### src/rtl/pfc_pkg.sv
// ----------------------------------------------------------------------------
// pfc_pkg
// Shared definitions for the parity frame checker: the FSM state encoding,
// the error-counter width and its saturation value.
// ----------------------------------------------------------------------------
package pfc_pkg;

   // Frame-checker FSM states
   typedef enum logic [1:0] {
      ST_IDLE   = 2'd0,
      ST_DATA   = 2'd1,
      ST_PARITY = 2'd2,
      ST_DONE   = 2'd3
   } pfc_state_e;

   // Error counter geometry
   localparam int unsigned ERR_CNT_W   = 8;
   localparam int unsigned ERR_CNT_MAX = 255;

endpackage : pfc_pkg

### src/rtl/parity_acc.sv
// ----------------------------------------------------------------------------
// parity_acc
// Running XOR accumulator and accepted-bit counter for one serial frame.
//
// Parameters
//   DATA_BITS  data bits per frame (2..255)
//   CNT_W      counter width, wide enough to hold DATA_BITS
//
// Ports
//   clk    in   rising-edge clock
//   rst_n  in   synchronous active-low reset
//   clr    in   clear accumulator and counter (frame start)
//   en     in   accept din this cycle
//   din    in   serial data bit
//   acc    out  XOR of all bits accepted since the last clear
//   cnt    out  number of bits accepted since the last clear
// ----------------------------------------------------------------------------
module parity_acc
   import pfc_pkg::*;
#(
   parameter int unsigned DATA_BITS = 8,
   parameter int unsigned CNT_W     = $clog2(DATA_BITS + 1)
) (
   input  logic             clk,
   input  logic             rst_n,
   input  logic             clr,
   input  logic             en,
   input  logic             din,
   output logic             acc,
   output logic [CNT_W-1:0] cnt
);

   logic             r_acc;
   logic [CNT_W-1:0] r_cnt;

   // Clear has priority over accumulate so a new frame always starts clean
   always_ff @(posedge clk) begin
      if (!rst_n) begin
         r_acc <= 1'b0;
         r_cnt <= '0;
      end else if (clr) begin
         r_acc <= 1'b0;
         r_cnt <= '0;
      end else if (en) begin
         r_acc <= r_acc ^ din;
         r_cnt <= r_cnt + CNT_W'(1);
      end
   end

   assign acc = r_acc;
   assign cnt = r_cnt;

endmodule : parity_acc

### config.mk
export PLATFORM = sky130hd
export DESIGN_NAME = parity_acc
export DESIGN_NICKNAME = d
export VERILOG_FILES = /design/src/rtl/pfc_pkg.sv /design/src/rtl/parity_acc.sv
export SDC_FILE = /design/constraint.sdc
export NUM_CORES = 1
export LEC_CHECK = 0
export BUFFER_PORTS_ARGS = -buffer_cell sky130_fd_sc_hd__buf_4
export CORE_AREA = 5 5 42 44
export DETAILED_ROUTE_END_ITERATION = 8
export DIE_AREA = 0 0 47 49
export PLACE_DENSITY = 0.42
export SKIP_CTS_REPAIR_TIMING = 1
export SYNTH_ARGS = -nofsm -noshare
export SYNTH_HDL_FRONTEND = slang
export SYNTH_SLANG_ARGS = --single-unit
export TNS_END_PERCENT = 50
### constraint.sdc
create_clock -name clk -period 1.5 [get_ports clk]
set_input_delay 0.075 -clock clk [delete_from_list [all_inputs] [get_ports clk]]
set_output_delay 0.075 -clock clk [all_outputs]
set_load 0.02 [all_outputs]
==> results.cfg <==
[outcome]
status = completed

[clocking]
clk_latency_ns = 0.24
cts_max_path_buffers = 2
cts_tree = done
clk_pin_slew_worst_paths_ns = 0.04
cts_buffers = 3
htreeDepth = 1
cts_sinks = 5
cts-root-buf = clkbuf_4

[drt]
via_count = 204
post_drt_wl_per_cell_microns = 9.84
ant_nets = 0
drc_errors = 0
finalWirelength_microns = 492
first_pass_iters = 3
viasPerCell = 4.08
drt_iter0_drc = 2

[worst_setup_path]
rr_startpoint = cnt[0]
crit_family = flip-flops
cp-startpoint = cnt[0]
crit_end = cnt[1]
path_cells = ha_1 -> mux2i_1 -> nor2_1
cpMaxStageDelayCell = dfxtp_1
critical_path.startpoint_type = flip-flop
r2r_slack_ns = 0.57
path_class = reg -> reg
worstPathMaxFanout = 4
r2r-end = cnt[1]
critical_path_cell_count = 3
path_buf_inv = 0
rr_worst_depth = 3
cp.required_ns = 1.62
arrival_ns = 1.06
worstSetupEndpointType = flip-flop
max_stage_delay_ns = 0.33

[timing]
fin_crit_sh_pct = 62.3
whs_ns = 0.118
setup_viol = 0
worst_clock_skew_ns = 0.00549
fmax_ghz = 1.07
min_period_ns = 0.934
tightest_slew_ns = 0.135
rsz0062_at_grt = false
hold_violations = 0
slew_viol_final = 0
fin_setup_tns_ns = 0
slew_headroom_pct = 90.7

[logic_synthesis]
synth.area.mux_share_pct = 8.74
synth_top_family_by_area = simple AND/OR/NAND/NOR gates
seq_area_frac_synth_pct = 43.7
synthAdderAreaFrac_pct = 5.46
syn-instance-count = 22
netlist_area_sq_um = 229
synth_top_area_share_pct = 43.7
synthTopCellsByCount = 5 x dfxtp_1, 3 x nand3b_1
synth-compound-area-share_pct = 13.1
synth.largest_area_cell = dfxtp_1
synth_xor_area_share_pct = 3.83
synth.area.top_cells = dfxtp_1 44%, nand3b_1 9.8%, a21bo_2 8.7%
async_reset_ff_share_pct = 0
ys_ff_latch = 5
synth_flop_cell = dfxtp_1
synth.avg_cell_area_sq_um = 10.4
yosysWarningCount = 0
ys_types = 12
synthesis.nets = 28
synthSimpleGateAreaFrac_pct = 23.0
synth_edf_count = 0
yosysMostFrequentCell = dfxtp_1

[global_routing]
grt_use_total_pct = 5.14
grt_pass1_wl_microns = 807
antenna_found_initial = 0
grt_max_degree = 8
grt_pass1_vias = 206
grt_overflow_total = 0

[finish]
nets = 41
area_growth_pct = 47.5
drive_gt1_share_pct = 41.2
fillCellCount = 166
diodes = 0
multiInputGateArea_sq_um = 124
regArea_sq_um = 100

[pwr]
switching_share_pct = 21.4
seqPwrFrac_pct = 42.9
pwr-share-clk_pct = 47.1
p_per_area_nw_per_um2 = 957
pwr-share-comb_pct = 10.0
power_leakage_nw = 0.153
p_int_mw = 0.254
ir_drop_v = 0.000380
power_switching_mw = 0.0691

[die]
coreArea_sq_um = 1400
dieArea_sq_um = 2300
ioPinCount = 10
die_h_microns = 49
die_x_microns = 47
initial_utilization_pct = 16.3
rows = 14

[hold_path]
hold_class = in -> reg

[run]
max_cap_violations = 0

[placement]
gp_congestion = 0.623
io_buffers = 9
## stage by stage
step | cells | power [mW] | util (%) | area, sq um | setup slack (ns)
4_1_cts | 50 | 0.334 | 24.1 | 338 | 0.558
5_1_grt | 50 | 0.341 | 24.1 | 338 | 0.483
6_report | 50 | 0.323 | 24.1 | 338 | 0.566
2_1_floorplan | 22 | 0.159 | - | 229 | 0.480
3_5_place_dp | 46 | 0.174 | 22.2 | 312 | 0.563
3_3_place_gp | 46 | 0.172 | 22.2 | 312 | 0.590
## kinds of logic (layout without fill, tap and decap cells)
group           Yosys count  in the layout
flops                     5              5
xor+xnor                  1              1
compound gates            4              4
fa+ha+maj                 1              1
simple gates              8              8
mux                       2              2
buf+inv                   1             13
## state kept, by name, summed over array words and instances (netlist names)
name	cells
acc	1
cnt	4
## power by group through the flow
stage                     clock (mW)  combinational, mW  sequential, mW
after CTS                      0.162             0.0328           0.139
final                          0.152             0.0322           0.139
after global placement             0             0.0312           0.141
after floorplan                    0             0.0141           0.144
after detailed placement           0             0.0327           0.141
after global routing           0.167             0.0351           0.139
## routing by layer
metal,routed length [microns],global-route usage (%)
met5,0,0
met4,0,2.76
met3,76,4.43
met2,207,6.56
met1,207,5.73
## final cells by class
type	count	area share, %
multi-input cells	16	36.7
repair buffers	9	20.0
flip-flops and latches	5	29.6
clock buffers	4	7.78
well taps	16	5.93
## cells in the final DEF (no fill, tap or decap), drive strengths merged
cell type / count
dfxtp: 5
xnor2: 1
clkbuf: 4
nor2: 2
ha: 1
buf: 9
a21oi: 2
nand4: 1
or2b: 1
mux2i: 2
or3b: 1
nand3b: 3
a21bo: 2
## worst min-delay path by stage
stage / depth (start not counted) / slack, ns / from / to
floorplan: 2 / 0.24 / din / acc
global placement: 3 / 0.36 / clr / cnt[3]
detailed placement: 3 / 0.37 / clr / cnt[3]
CTS: 3 / 0.11 / clr / cnt[3]
global route: 3 / 0.13 / clr / cnt[3]
finish: 3 / 0.12 / clr / cnt[3]
## worst register-to-register path, delay by kind of cell (launching register included)
family	cells	cell delay [ns]
flip-flops	1	0.33
adder cells (fa/ha/maj)	1	0.30
multiplexers	1	0.15
AND/OR/NAND/NOR	1	0.05
No activity file was read; power rests on OpenSTA's default activity.
